### src/rtl/game_stats.sv
// Score/fruit/lives register file, round countdown timer and a serial
// double-dabble converter that presents the score as four BCD digits.
module game_stats #(
    parameter int unsigned TICKS_PER_SEC = 50_000_000,
    parameter logic [31:0] ROUND_SECS    = 32'd120,
    parameter logic [9:0]  DOT_POINTS    = 10'd10
) (
    input  logic        Clk,
    input  logic        Reset,
    input  logic        restart,
    input  logic        pause,
    input  logic        dot_eaten,
    input  logic        Load_S,
    input  logic [9:0]  score_to_reg,
    input  logic        Load_F,
    input  logic [3:0]  fruits_to_reg,
    input  logic        Load_L,
    input  logic [7:0]  lives_to_reg,
    output logic [9:0]  score,
    output logic [3:0]  fruits,
    output logic [7:0]  lives,
    output logic [31:0] counter,
    output logic [15:0] score_bcd,
    output logic        bcd_valid
);

    typedef enum logic [1:0] {IDLE, LOAD, SHIFT, DONE} bcd_state_t;

    bcd_state_t  bcd_state, bcd_state_nxt;
    logic [31:0] presc;
    logic [9:0]  score_base, score_nxt;
    logic [10:0] score_sum;
    logic        score_changed;
    logic        pending;
    logic [9:0]  bin;
    logic [15:0] work, work_adj;
    logic [3:0]  shift_cnt;

    // Score datapath: the sum is one bit wider so overflow saturates instead of wrapping.
    always_comb begin
        score_base    = Load_S ? score_to_reg : score;
        score_sum     = {1'b0, score_base} + {1'b0, DOT_POINTS};
        score_nxt     = score_base;
        if (dot_eaten)
            score_nxt = score_sum[10] ? 10'h3FF : score_sum[9:0];
        score_changed = (score_nxt != score);
    end

    // Double-dabble correction: any digit of 5 or more gets +3 before the shift.
    always_comb begin
        work_adj = work;
        for (int i = 0; i < 4; i++) begin
            if (work[4*i +: 4] >= 4'd5)
                work_adj[4*i +: 4] = work[4*i +: 4] + 4'd3;
        end
    end

    always_comb begin
        bcd_state_nxt = bcd_state;
        case (bcd_state)
            IDLE:    if (score_changed) bcd_state_nxt = LOAD;
            LOAD:    bcd_state_nxt = SHIFT;
            SHIFT:   if (shift_cnt == 4'd1) bcd_state_nxt = DONE;
            DONE:    bcd_state_nxt = (pending || score_changed) ? LOAD : IDLE;
            default: bcd_state_nxt = IDLE;
        endcase
    end

    always_ff @(posedge Clk) begin
        if (!Reset || restart) begin
            score     <= '0;
            fruits    <= '0;
            lives     <= '0;
            counter   <= ROUND_SECS;
            presc     <= '0;
            bcd_state <= IDLE;
            score_bcd <= '0;
            bcd_valid <= 1'b1;
            pending   <= 1'b0;
            bin       <= '0;
            work      <= '0;
            shift_cnt <= '0;
        end else begin
            score     <= score_nxt;
            bcd_state <= bcd_state_nxt;
            if (Load_F) fruits <= fruits_to_reg;
            if (Load_L) lives  <= lives_to_reg;

            // Once the countdown hits zero both counter and prescaler park.
            if (!pause && counter != 32'd0) begin
                if (presc == 32'(TICKS_PER_SEC - 1)) begin
                    presc   <= '0;
                    counter <= counter - 32'd1;
                end else begin
                    presc <= presc + 32'd1;
                end
            end

            case (bcd_state)
                IDLE: begin
                    if (score_changed) bcd_valid <= 1'b0;
                end
                LOAD: begin
                    bin       <= score;
                    work      <= '0;
                    shift_cnt <= 4'd10;
                    pending   <= score_changed;
                end
                SHIFT: begin
                    {work, bin} <= {work_adj[14:0], bin, 1'b0};
                    shift_cnt   <= shift_cnt - 4'd1;
                    if (score_changed) pending <= 1'b1;
                end
                DONE: begin
                    // A stale result is discarded so score_bcd never shows an old score as valid.
                    if (!(pending || score_changed)) begin
                        score_bcd <= work;
                        bcd_valid <= 1'b1;
                    end
                    pending <= 1'b0;
                end
                default: ;
            endcase
        end
    end

endmodule
### config.mk
export PLATFORM = sky130hd
export DESIGN_NAME = game_stats
export DESIGN_NICKNAME = d
export VERILOG_FILES = /design/src/rtl/game_stats.sv
export SDC_FILE = /design/constraint.sdc
export NUM_CORES = 1
export LEC_CHECK = 0
export CELL_PAD_IN_SITES_DETAIL_PLACEMENT = 1
export CELL_PAD_IN_SITES_GLOBAL_PLACEMENT = 1
export CORE_MARGIN = 8
export CORE_UTILIZATION = 44
export DETAILED_ROUTE_END_ITERATION = 6
export GPL_ROUTABILITY_DRIVEN = 1
export PLACE_DENSITY_LB_ADDON = 0.1
export SETUP_SLACK_MARGIN = 0.02
export SLEW_MARGIN = 20
export SYNTH_ARGS = -nofsm -noshare
export SYNTH_HDL_FRONTEND = slang
export SYNTH_SLANG_ARGS = --single-unit
### constraint.sdc
create_clock -name Clk -period 5.9 [get_ports Clk]
set_input_delay 1.18 -clock Clk [delete_from_list [all_inputs] [get_ports Clk]]
set_output_delay 1.18 -clock Clk [all_outputs]
set_load 0.1 [all_outputs]
# ---- Word-level counts from Yosys, hierarchy flattened
# Index checks and enable logic that the tools add are counted.
dict set report classes {
  n_addsub 8
  order_cmp 4
  n_eq_ne 10
  muxes 20
  bitwise 1
  n_reduce_logical 15
}
# cell count
set op_table {}
lappend op_table {{$add 32x1->32 const B} 1}
lappend op_table {{$eq 32x26->1 const B} 1}
lappend op_table {{$mux 32} 1}
lappend op_table {{$pmux 16 s2} 1}
lappend op_table {{$reduce_bool 32->1} 1}
lappend op_table {{$sub 32x1->32 const B} 1}
lappend op_table {{$mux 10} 3}
lappend op_table {{$pmux 10 s2} 1}
lappend op_table {{$ge 4x3->1 const B} 4}
lappend op_table {{$add 4x2->4 const B} 3}
lappend op_table {{$mux 4} 3}
lappend op_table {{$add 10x4->11 const B} 1}
lappend op_table {{$ne 10x10->1} 1}
lappend op_table {{$ne 2x2->1 const B} 4}
lappend op_table {{$pmux 2 s4} 1}
lappend op_table {{$pmux 4 s2} 1}
lappend op_table {{$reduce_and 2->1} 4}
lappend op_table {{$eq 2x2->1 const B} 2}
lappend op_table {{$eq 4x1->1 const B} 1}
lappend op_table {{$mux 1} 4}
lappend op_table {{$mux 2} 2}
lappend op_table {{$reduce_bool 2->1} 2}
lappend op_table {{$sub 4x1->4 const B} 1}
lappend op_table {{$add 3x2->3 const B} 1}
lappend op_table {{other kinds (11)} 13}
dict set report totals {
  regBits 136
  input_bits 30
  elab_cells 70
}

# ---- Longest topological paths before layout
# Gate-level depths: netlist of the first run.
dict set report logic_depth {
  word_depth 8
  mapped_depth 13
  depth_no_buf 10
}

# ---- Worst setup path after synthesis of the first run
# OpenSTA, ideal clock, no wires.
dict set report synth_path {
  kind {in2reg}
  start {in Load_S}
  end {reg score_bcd[8]}
  arrival_time_ns 3.669
  slack_ns 2.160
  path_stages 12
  path_cell_list {buf_6 -> mux2_2 -> ha_1 -> o211ai_1 -> xor2_1 -> mux2_2 -> or3b_1 -> o221ai_2 -> o21a_2 -> buf_4 -> nand3_1 -> a21oi_1}
}
dict set report synth_between {
  elab_chain_cells 8
}
# item line
set synth_lines {}
lappend synth_lines {{start: declaration} 13} ;# input logic Load_S,
lappend synth_lines {{$mux 10 *} 41} ;# score_base = Load_S ? score_to_reg : score;
lappend synth_lines {{$add 10x4->11} 42} ;# score_sum = {1'b0, score_base} + {1'b0, DOT_POINTS};
lappend synth_lines {{$mux 10} 45} ;# score_nxt = score_sum[10] ? 10'h3FF : score_sum[9:0];
lappend synth_lines {{$mux 10 *} 44} ;# if (dot_eaten)
lappend synth_lines {{$ne 10x10->1 *} 46} ;# score_changed = (score_nxt != score);
lappend synth_lines {{$logic_or 1x1->1 *} 116} ;# if (!(pending || score_changed)) begin
lappend synth_lines {{$not 1->1 (no source line) *} n/a}
lappend synth_lines {{$reduce_and 2->1 (no source line) *} n/a}
lappend synth_lines {{end signal: assignment} 117} ;# score_bcd <= work;
lappend synth_lines {{end: declaration} 23} ;# output logic [15:0] score_bcd,
# Every way passes the cells marked *; elsewhere a longest branch is shown, timed or not.
# A chain may end at the register's enable or synchronous reset.

# ---- Worst setup path in the final report of the first run
dict set report layout_path {
  start {in Load_S}
  end {reg bcd_state[1]}
}
dict set report layout_between {
  elab_chain_cells 7
}
# item line
set layout_lines {}
lappend layout_lines {{$mux 10 *} 41}
lappend layout_lines {{$add 10x4->11} 42}
lappend layout_lines {{$mux 10} 45}
lappend layout_lines {{$mux 10 *} 44}
lappend layout_lines {{$ne 10x10->1 *} 46}
lappend layout_lines {{$ne 2x2->1 (no source line) *} n/a}
lappend layout_lines {{$reduce_and 2->1 (no source line) *} n/a}
lappend layout_lines {{end signal: assignment} 85} ;# bcd_state <= bcd_state_nxt;
lappend layout_lines {{end: declaration} 29} ;# bcd_state_t bcd_state, bcd_state_nxt;
# Marked as above.

==> results.sh, run 1 <==
export IMPL_vias_per_cell=5.56
export IMPL_drv_cap=0
export IMPL_synth_avg_cell_area_um2=8.51
export IMPL_fp_row_count=46
export IMPL_fmax_mhz=237
export IMPL_nets=949
export IMPL_crit_type="input port to flop"
export IMPL_status="finished, final reports clean"
export IMPL_clock_sinks=136
export IMPL_place_area_mm2=0.00809
export IMPL_dp_hpwl_um=14300
export IMPL_final_hold_viol_count=0
export IMPL_grt_max_degree=100
export IMPL_yosysUniqueCellTypes=81
export IMPL_drt_wl_total_um=20100
export IMPL_setup_tns_ps=0
export IMPL_rrSetupSlack_ps=2580
export IMPL_io_buffers=100
export IMPL_start_util_pct=44.6
export IMPL_min_period_over_period_pct=71.6
export IMPL_cts_buffers=17
export IMPL_dieArea_mm2=0.0203
export IMPL_synthesis_nets=872
export IMPL_grt_pass1_wl_um=33200
export IMPL_first_pass_iters=5
export IMPL_hold_buffers=0
export IMPL_overflow=0
export IMPL_dp_slack_ps=1210
export IMPL_die_w_um=142
export IMPL_finalSetupViolations=0
export IMPL_rsz0062_at_grt="no"
export IMPL_crit_path_end_kind="flop"
export IMPL_ir_drop_uv=210
export IMPL_fin_skew_ps=8.95
export IMPL_antenna_found_initial=0
export IMPL_drt_iter0_drc=254
export IMPL_ctsResizeCount=0
export IMPL_whs_ps=481
export IMPL_hp_class="flop to flop"
export IMPL_drc=0
export IMPL_fin_crit_ps=4220
export IMPL_root_buffer="clkbuf_16"
export IMPL_cts_setup_buffers=0
export IMPL_area_delta_synth_final_pct=24.0
export IMPL_grt_total_usage_pct=20.1
export IMPL_core_area_mm2=0.0158
export IMPL_cp_required_ps=6190
export IMPL_clock_tree_buffer_depth=2
export IMPL_vias=6291
export IMPL_htreeDepth=4
export IMPL_antenna_left=0
export IMPL_p_per_area_mw_per_mm2=258
export IMPL_dp_cells=1099
export IMPL_synth_area_mm2=0.00703
export IMPL_drive_gt1_share_pct=7.97
export IMPL_synth_async_reset_ratio_pct=0
export IMPL_fillers=1876
export IMPL_clkTransAtPathRegs_ps=60
export IMPL_yosysMostFrequentCell="dfxtp_1"
export IMPL_cts_tree="yes"
export IMPL_worstMarginPinSlew_ps=1030
export IMPL_synth_edf_count=0
export IMPL_yosysWarnings=0
export IMPL_drv_slew=0
export IMPL_synth_seq_area_share_pct=38.7
export IMPL_wl_per_cell_um=17.7
export IMPL_setup_ws_ps=1680
export IMPL_clk_latency_ps=420
export IMPL_yosysTopAreaCell="dfxtp_1"
export IMPL_ys_top_cells_by_count="136 x dfxtp_1, 113 x nor2_1, 63 x nand2_1"
export IMPL_ys_ff_latch=136
export IMPL_fin_cells=1132
export IMPL_ys_flop_type="dfxtp_1"
export IMPL_arrival_ps=4520
export IMPL_insertedDiodeCount=0
export IMPL_cp_start_kind="input port"
export IMPL_power_total_mw=2.25
export IMPL_synth_area_leaders="dfxtp_1 39%, nor2_1 6.0%, xor2_1 5.5%, mux2i_1 3.8%, a21oi_1 3.6%"
export IMPL_place_gp_congestion=0.872
export IMPL_design_area_mm2=0.00871
export IMPL_netlist_area_leader_share_pct=38.7
export IMPL_power_leakage_nw=3.00
export IMPL_syn_inst=826
export IMPL_cp_max_fo=23
export IMPL_ioPinCount=101
export IMPL_fin_util_pct=55.3
export IMPL_grt_pass1_vias=6547
export IMPL_die_height_um=142
export IMPL_slew_headroom_pct=31.0
## flip-flops by register name, indices dropped and copies added (netlist names)
name       count
counter       32
presc         32
score_bcd     16
work          16
bin           10
score         10
lives          8
fruits         4
shift_cnt      4
bcd_state      2
bcd_valid      1
pending        1
## critical path: stages
cell	delay, ps
clkdlybuf4s50_1	570
buf_4	320
nand3_1	170
a21oi_2	410
nand3_2	350
a31oi_1	270
nand3b_1	130
or3_1	700
o2111ai_1	300
nand3b_1	90
## where the power goes
part | internal, mW | switching [mW] | leakage (nW)
Clock | 0.653 | 0.405 | 0.284
Combinational | 0.0818 | 0.162 | 1.62
Sequential | 0.932 | 0.0156 | 1.10
## layout make-up
class / instances / area, um2 / share of cell area (%)
timing repair buffer: 104 / 1050 / 12.1
multi-input combinational: 618 / 3980 / 45.7
inverter: 26 / 97.6 / 1.12
tap: 216 / 270 / 3.10
sequential: 136 / 2720 / 31.2
clock buffer: 20 / 467 / 5.36
clock inverter: 12 / 124 / 1.42
## path summary, 6_finish.rpt
kind / end / startpoint / depth (start not counted)
worst max-delay path: bcd_state[1] / Load_S / 10
worst max register to register: work[11] / bcd_state[1] / 6
worst min-delay path: score_bcd[8] / score_bcd[8] / 2
worst min register to register: score_bcd[8] / score_bcd[8] / 2
## cells in the final DEF, fill, tap and decap left out, types with 6 or more instances in the layout
cell / synthesis / final
nor4_1: 10 / 10
clkdlybuf4s50_1: 0 / 100
a22oi_1: 8 / 8
nor2_1: 113 / 112
dfxtp_1: 136 / 136
a211oi_1: 11 / 11
o21ai_0: 22 / 22
nand2b_1: 11 / 10
o21ai_1: 16 / 16
clkbuf_16: 0 / 17
a21oi_1: 50 / 50
nand3_1: 39 / 39
inv_1: 24 / 24
and3_1: 6 / 6
or3_1: 15 / 15
nor3_1: 22 / 21
a31oi_1: 8 / 8
xnor2_1: 26 / 26
ha_1: 16 / 16
nand4_1: 11 / 11
nand2_1: 63 / 62
mux2i_1: 27 / 27
xor2_1: 44 / 44
## cell families after synthesis
group	synth area share, %
AO/OA/AOI/OAI	15.3
XOR/XNOR	8.72
adder cells (fa/ha/maj)	2.85
buffers and inverters	4.88
flip-flops	38.7
multiplexers	4.70
AND/OR/NAND/NOR	24.9
## per-layer routing
metal | up-vias | global-route usage (%) | routed length, um
li1 | 3066 | - | -
met2 | 141 | 35.5 | 10200
met3 | 16 | 4.70 | 905
met4 | 0 | 5.93 | 185
met5 | - | 0 | 0
met1 | 3068 | 23.6 | 8820
Note: power is estimated with default switching activity, not from simulation.
==> run 2: changes to the inputs <==
--- a/config.mk
+++ b/config.mk
@@ -8,7 +8,7 @@
 export CELL_PAD_IN_SITES_DETAIL_PLACEMENT = 1
 export CELL_PAD_IN_SITES_GLOBAL_PLACEMENT = 1
 export CORE_MARGIN = 8
-export CORE_UTILIZATION = 44
+export CORE_UTILIZATION = 37
 export DETAILED_ROUTE_END_ITERATION = 6
 export GPL_ROUTABILITY_DRIVEN = 1
 export PLACE_DENSITY_LB_ADDON = 0.1
==> constraint.sdc (replaced) <==
create_clock -name Clk -period 3.5 [get_ports Clk]
set_input_delay 0.7 -clock Clk [delete_from_list [all_inputs] [get_ports Clk]]
set_output_delay 0.7 -clock Clk [all_outputs]
set_load 0.1 [all_outputs]
==> run 2 against run 1 <==
  * Worst hold slack is the same
  * Largest power group unchanged
  * Global-route usage shrank 2.3 points
  * Count of clock-buffer cells in the layout shrank 2
  * Non-clock buffer count grew 53
  * Utilization shrank 6.4 points
==> results.sh, run 2 (synthesis gave the netlist of run 1 again) <==
export IMPL_drt_wl_total_um=20700
export IMPL_whs_endpoint="work[0]"
export IMPL_cts_tree="yes"
export IMPL_crit_path_end_kind="flop"
export IMPL_core_area_mm2=0.0187
export IMPL_finalSetupViolations=0
export IMPL_ioPinCount=101
export IMPL_final_common_cell="dfxtp_1"
export IMPL_fin_skew_ps=7.28
export IMPL_hp_class="flop to flop"
export IMPL_nets=1002
export IMPL_hold_buffers=0
export IMPL_area_delta_synth_final_pct=30.0
export IMPL_ir_drop_uv=335
export IMPL_setup_tns_ps=0
export IMPL_design_area_mm2=0.00914
export IMPL_cp_required_ps=3830
export IMPL_crit_type="input port to flop"
export IMPL_worstMarginPinSlew_ps=1010
export IMPL_whs_ps=481
export IMPL_insertedDiodeCount=0
export IMPL_drive_gt1_share_pct=16.8
export IMPL_die_height_um=154
export IMPL_grt_total_usage_pct=17.8
export IMPL_fin_util_pct=48.8
export IMPL_drc=0
export IMPL_rsz0062_at_grt="no"
export IMPL_dieArea_mm2=0.0237
export IMPL_worstHoldStart="bin[9]"
export IMPL_setup_ws_ps=222
export IMPL_cp_max_fo=16
export IMPL_root_buffer="clkbuf_16"
export IMPL_holdPathStages=2
export IMPL_dp_slack_ps=-484
export IMPL_wl_per_cell_um=17.2
export IMPL_grt_max_degree=72
export IMPL_slowest_delay_ps=420
export IMPL_final_hold_viol_count=0
export IMPL_dp_hpwl_um=15200
export IMPL_layout_common_cells="136 x dfxtp_1, 113 x nor2_1, 91 x buf_4"
export IMPL_p_per_area_mw_per_mm2=444
export IMPL_critPathSlowestCell="or3b_1"
export IMPL_clkTransAtPathRegs_ps=60
export IMPL_overflow=0
export IMPL_place_area_mm2=0.00843
export IMPL_fillers=2182
export IMPL_die_w_um=154
export IMPL_cts_buffers=17
export IMPL_top_regs="counter x32, presc x32"
export IMPL_seq_area_mm2=0.00272
export IMPL_cp_start_kind="input port"
export IMPL_start_util_pct=37.6
export IMPL_rr_endpoint="score_bcd[1]"
export IMPL_fmax_mhz=305
export IMPL_grt_pass1_wl_um=35100
export IMPL_clock_tree_buffer_depth=2
export IMPL_vias_per_cell=5.33
export IMPL_rrSetupSlack_ps=530
export IMPL_path_common_cell="mux2_2"
export IMPL_antenna_found_initial=0
export IMPL_vias=6418
export IMPL_fin_crit_ps=3280
export IMPL_fin_cells=1203
export IMPL_r2r_cells=11
export IMPL_drv_slew=0
export IMPL_power_leakage_nw=3.36
export IMPL_power_total_mw=4.06
export IMPL_fp_row_count=50
export IMPL_grt_pass1_vias=6937
export IMPL_htreeDepth=4
export IMPL_multi_input_area_mm2=0.00401
export IMPL_r2r_start="score[1]"
export IMPL_clk_latency_ps=420
export IMPL_min_period_over_period_pct=93.7
export IMPL_clock_sinks=136
export IMPL_status="finished, final reports clean"
export IMPL_first_pass_iters=4
export IMPL_dp_cells=1169
export IMPL_cp_cell_sequence="clkdlybuf4s50_1, mux2_2, ha_1, o211ai_1, xor2_1, mux2_2, or3b_1, o221ai_4, o21a_2, buf_12, nand3_1, a21oi_2"
export IMPL_place_gp_congestion=0.837
export IMPL_drt_iter0_drc=318
export IMPL_slew_headroom_pct=32.6
export IMPL_io_buffers=100
export IMPL_arrival_ps=3610
export IMPL_antenna_left=0
export IMPL_drv_cap=0
run 2: cell count changes in the layout (fill, tap and decap cells not counted), moves of 2 or more:
cell,before,now
buf_4,3,91
clkdlybuf4s50_1,100,63
clkinv_4,0,4
bufinv_16,2,5
clkinv_2,5,2
clkinvlp_4,4,1
a21oi_1,50,48
a21oi_2,2,4
clkbuf_8,3,1
run 2: cell type report:
| cell class | count | area share [%] |
|---|---|---|
| Sequential cell | 136 | 29.8 |
| Clock buffer | 18 | 4.81 |
| Inverter | 26 | 1.07 |
| Multi-Input combinational cell | 618 | 43.9 |
| Clock inverter | 14 | 2.41 |
| Timing Repair Buffer | 157 | 14.9 |
| Tap cell | 234 | 3.20 |
run 2: how the worst max path moves through the flow:
stage                    start            end
2_1_floorplan         score[2]   score_bcd[8]
3_3_place_gp            Load_S  score_bcd[14]
3_5_place_dp            Load_S  score_bcd[13]
4_1_cts                 Load_S  score_bcd[13]
5_1_grt        score_to_reg[2]   score_bcd[1]
6_report       score_to_reg[2]   score_bcd[1]
run 2: repair_timing:
item                                    CTS  global route
pin swaps                                 2             5
endpoints found under the hold margin     0             0
resized for setup                         2             5
endpoints found under the setup margin   16            19
setup buffers                             1             1
run 2: routing by layer:
layer	track usage [%]	routed length (um)	part of all wire [%]	vias up
li1	-	-	-	3159
met2	31.6	10300	50	98
met5	0	0	0	-
met4	4.43	160	0.77	0
met1	21.5	9600	46	3146
met3	3.53	635	3.1	15
run 2: critical path, delay by kind of cell:
kind	cells	cell delay (ps)
AOI/OAI and AO/OA	4	880
xor gates and xnor gates	1	120
adders and majority gates	1	250
buffers and inverters	2	550
muxes	2	580
and+or+nand+nor	2	520
run 2: power by group:
part	switching [mW]	internal, mW	leakage (nW)
combinational	0.288	0.173	1.94
sequential	0.0235	1.57	1.10
clock	0.715	1.29	0.321
total	1.03	3.03	3.36
==> run 3: changes to the inputs <==
--- a/config.mk
+++ b/config.mk
@@ -5,10 +5,11 @@
 export SDC_FILE = /design/constraint.sdc
 export NUM_CORES = 1
 export LEC_CHECK = 0
+export ABC_AREA = 1
 export CELL_PAD_IN_SITES_DETAIL_PLACEMENT = 1
 export CELL_PAD_IN_SITES_GLOBAL_PLACEMENT = 1
 export CORE_MARGIN = 8
-export CORE_UTILIZATION = 37
+export CORE_UTILIZATION = 35
 export DETAILED_ROUTE_END_ITERATION = 6
 export GPL_ROUTABILITY_DRIVEN = 1
 export PLACE_DENSITY_LB_ADDON = 0.1
==> run 3 against run 2 <==
  * Non-clock buffer count shrank 46
  * Cell count increased by 26%
  * Sequential share of layout area increased by 0.10 points
  * Critical path type unchanged
==> results.sh, run 3 <==
export IMPL_status="finished, final reports clean"
export IMPL_overflow=0
export IMPL_antenna_found_initial=0
export IMPL_clock_sinks=136
export IMPL_hold_buffers=0
export IMPL_cts_tree="yes"
export IMPL_drc=0
export IMPL_vias=7376
export IMPL_ys_ff_latch=136
export IMPL_crit_buf_inv=4
export IMPL_syn_inst=1119
export IMPL_ys_top_cells_by_count="288 x nand2_1, 167 x nor2_1, 157 x inv_1"
export IMPL_area_delta_synth_final_pct=24.7
export IMPL_synth_async_reset_ratio_pct=0
export IMPL_ir_drop_uv=290
export IMPL_dp_cells=1480
export IMPL_fin_cells=1512
export IMPL_dp_hpwl_um=16400
export IMPL_r2r_cells=16
export IMPL_fmax_mhz=330
export IMPL_finalSetupViolations=0
export IMPL_arrival_ps=3380
export IMPL_drive_gt1_share_pct=8.33
export IMPL_synth_compound_area_share_pct=11.7
export IMPL_place_gp_congestion=0.784
export IMPL_synth_mux_area_share_pct=0
export IMPL_synth_avg_cell_area_um2=6.52
export IMPL_min_period_over_period_pct=86.7
export IMPL_cts_setup_buffers=0
export IMPL_synth_top_family_by_area="simple AND/OR/NAND/NOR gates"
export IMPL_root_buffer="clkbuf_16"
export IMPL_cp_required_ps=3850
export IMPL_worstMarginPinSlew_ps=1000
export IMPL_core_area_mm2=0.0208
export IMPL_p_per_area_mw_per_mm2=395
export IMPL_ioPinCount=101
export IMPL_setup_tns_ps=0
export IMPL_synth_seq_area_share_pct=37.3
export IMPL_synth_xor_area_share_pct=1.92
export IMPL_io_buffers=100
export IMPL_yosysUniqueCellTypes=46
export IMPL_grt_pass1_wl_um=37100
export IMPL_fin_crit_ps=3030
export IMPL_layout_common_cells="288 x nand2_1, 166 x nor2_1, 157 x inv_1"
export IMPL_hp_class="flop to flop"
export IMPL_wl_per_cell_um=14.4
export IMPL_dieArea_mm2=0.0257
export IMPL_top_regs="counter x32, presc x32"
export IMPL_netlist_area_leader_share_pct=37.3
export IMPL_first_pass_iters=4
export IMPL_cp_start_kind="input port"
export IMPL_power_total_mw=3.59
export IMPL_fillers=2724
export IMPL_final_common_cell="nand2_1"
export IMPL_worstSetupEndpoint="score_bcd[1]"
export IMPL_grt_pass1_vias=7512
export IMPL_crit_family="simple AND/OR/NAND/NOR gates"
export IMPL_power_leakage_nw=3.87
export IMPL_path_common_cell="nand2_1"
export IMPL_cts_buffers=17
export IMPL_start_util_pct=35.2
export IMPL_insertedDiodeCount=0
export IMPL_crit_type="input port to flop"
export IMPL_slew_headroom_pct=33.0
export IMPL_drt_iter0_drc=297
export IMPL_yosysTopAreaCell="dfxtp_1"
export IMPL_ctsResizeCount=0
export IMPL_htreeDepth=4
export IMPL_ys_flop_type="dfxtp_1"
export IMPL_grt_max_degree=38
export IMPL_dp_slack_ps=-1.29
export IMPL_clkTransAtPathRegs_ps=60
export IMPL_cp_max_fo=32
export IMPL_nets=1270
export IMPL_die_w_um=160
export IMPL_rsz0062_at_grt="no"
export IMPL_drv_slew=0
export IMPL_antenna_left=0
export IMPL_yosysMostFrequentCell="nand2_1"
export IMPL_clk_latency_ps=420
export IMPL_rrSetupSlack_ps=560
export IMPL_grt_total_usage_pct=17.3
export IMPL_fin_skew_ps=10.6
export IMPL_cp_cell_sequence="clkdlybuf4s50_1, inv_2, nand2_1, nand2_2, ha_1, inv_1, nand3_1, nand2_1, nor2_2, nand3_1, nand2_1, nand2_1, xor2_1, nor2_2, nand4_4, buf_12, nand2_1, nand2_1, nor2_1"
export IMPL_r2r_start="counter[0]"
export IMPL_critPathSlowestCell="clkdlybuf4s50_1"
export IMPL_drt_wl_total_um=21800
export IMPL_synthAdderAreaFrac_pct=2.74
export IMPL_slowest_delay_ps=490
export IMPL_synth_edf_count=0
export IMPL_design_area_mm2=0.00910
export IMPL_path_depth=19
export IMPL_synthesis_nets=1165
export IMPL_vias_per_cell=4.88
export IMPL_drv_cap=0
export IMPL_fp_row_count=53
export IMPL_yosysWarnings=0
export IMPL_rr_endpoint="counter[23]"
export IMPL_synth_area_mm2=0.00730
export IMPL_place_area_mm2=0.00855
export IMPL_synth_area_leaders="dfxtp_1 37%, nand2_1 15%, nor2_1 8.6%, inv_1 8.1%, a21oi_1 5.4%"
export IMPL_setup_ws_ps=466
export IMPL_clock_tree_buffer_depth=2
export IMPL_final_hold_viol_count=0
export IMPL_crit_path_end_kind="flop"
export IMPL_die_height_um=160
export IMPL_synth_simple_area_share_pct=36.0
export IMPL_crit_start="Load_S"
==> run 3: cell types whose count changed after synthesis, moves of 14 or more <==
cell	delta
xor2_1	-35
o21ai_1	-16
nand2_1	+225
nand3_1	+20
or3_1	-14
nor2_1	+54
o21ai_0	+27
xnor2_1	-19
inv_1	+133
a21oi_1	+29
mux2i_1	-27
==> run 3: how the worst min path moves through the flow <==
| stage | startpoint | endpoint | slack (ps) | cells after the start |
|---|---|---|---|---|
| 3_5_place_dp | lives[4] | lives[4] | 460 | 2 |
| 5_1_grt | lives[7] | lives[7] | 490 | 2 |
| 3_3_place_gp | bcd_valid | bcd_valid | 440 | 2 |
| 6_report | lives[4] | lives[4] | 460 | 2 |
| 4_1_cts | lives[4] | lives[4] | 470 | 2 |
| 2_1_floorplan | bin[9] | work[0] | 440 | 2 |
==> run 3: routing by layer <==
layer	GRT usage (%)	up-vias	part of all wire, %
met2	30.0	90	49
met3	3.53	22	3.3
met1	20.9	3486	46
li1	-	3778	-
met5	0	-	0
met4	5.44	0	1.3
==> run 3: power by group <==
group	switching [mW]	internal (mW)	total (mW)	leakage, nW
Sequential	0.0127	1.56	1.58	1.10
Clock	0.729	0.947	1.68	0.262
Combinational	0.239	0.102	0.341	2.51
==> run 3: cell families after synthesis <==
group	Yosys count
simple gates	606
buf+inv	190
xor+xnor	16
flops	136
fa+ha+maj	16
compound gates	155
==> run 3: area by class of cell <==
type	instances	area (um2)	area share [%]
Clock buffer	19	453	4.97
Clock inverter	13	97.6	1.07
Inverter	165	619	6.80
Multi-Input combinational cell	793	3830	42.1
Sequential cell	136	2720	29.9
Tap cell	275	344	3.78
Timing Repair Buffer	111	1040	11.4
==> run 3: stage by stage <==
| step | utilization (%) | hold WS (ps) |
|---|---|---|
| floorplan | - | 441 |
| global placement | 41.2 | 436 |
| detailed placement | 41.2 | 455 |
| CTS | 43.9 | 467 |
| global route | 43.9 | 493 |
| finish | 43.9 | 463 |
==> run 3: worst reg2reg max path: stages (launching register included) <==
cell	delay, ps
dfxtp_1	440
inv_1	120
ha_1	250
inv_1	120
nor2_1	60
nand2_1	130
nor2_1	80
nand3_1	100
nand2_2	140
nor2_1	200
inv_2	170
nor2_1	290
nand3_1	250
nor2_1	200
nand2_1	80
nand2_1	60
o21ba_2	150
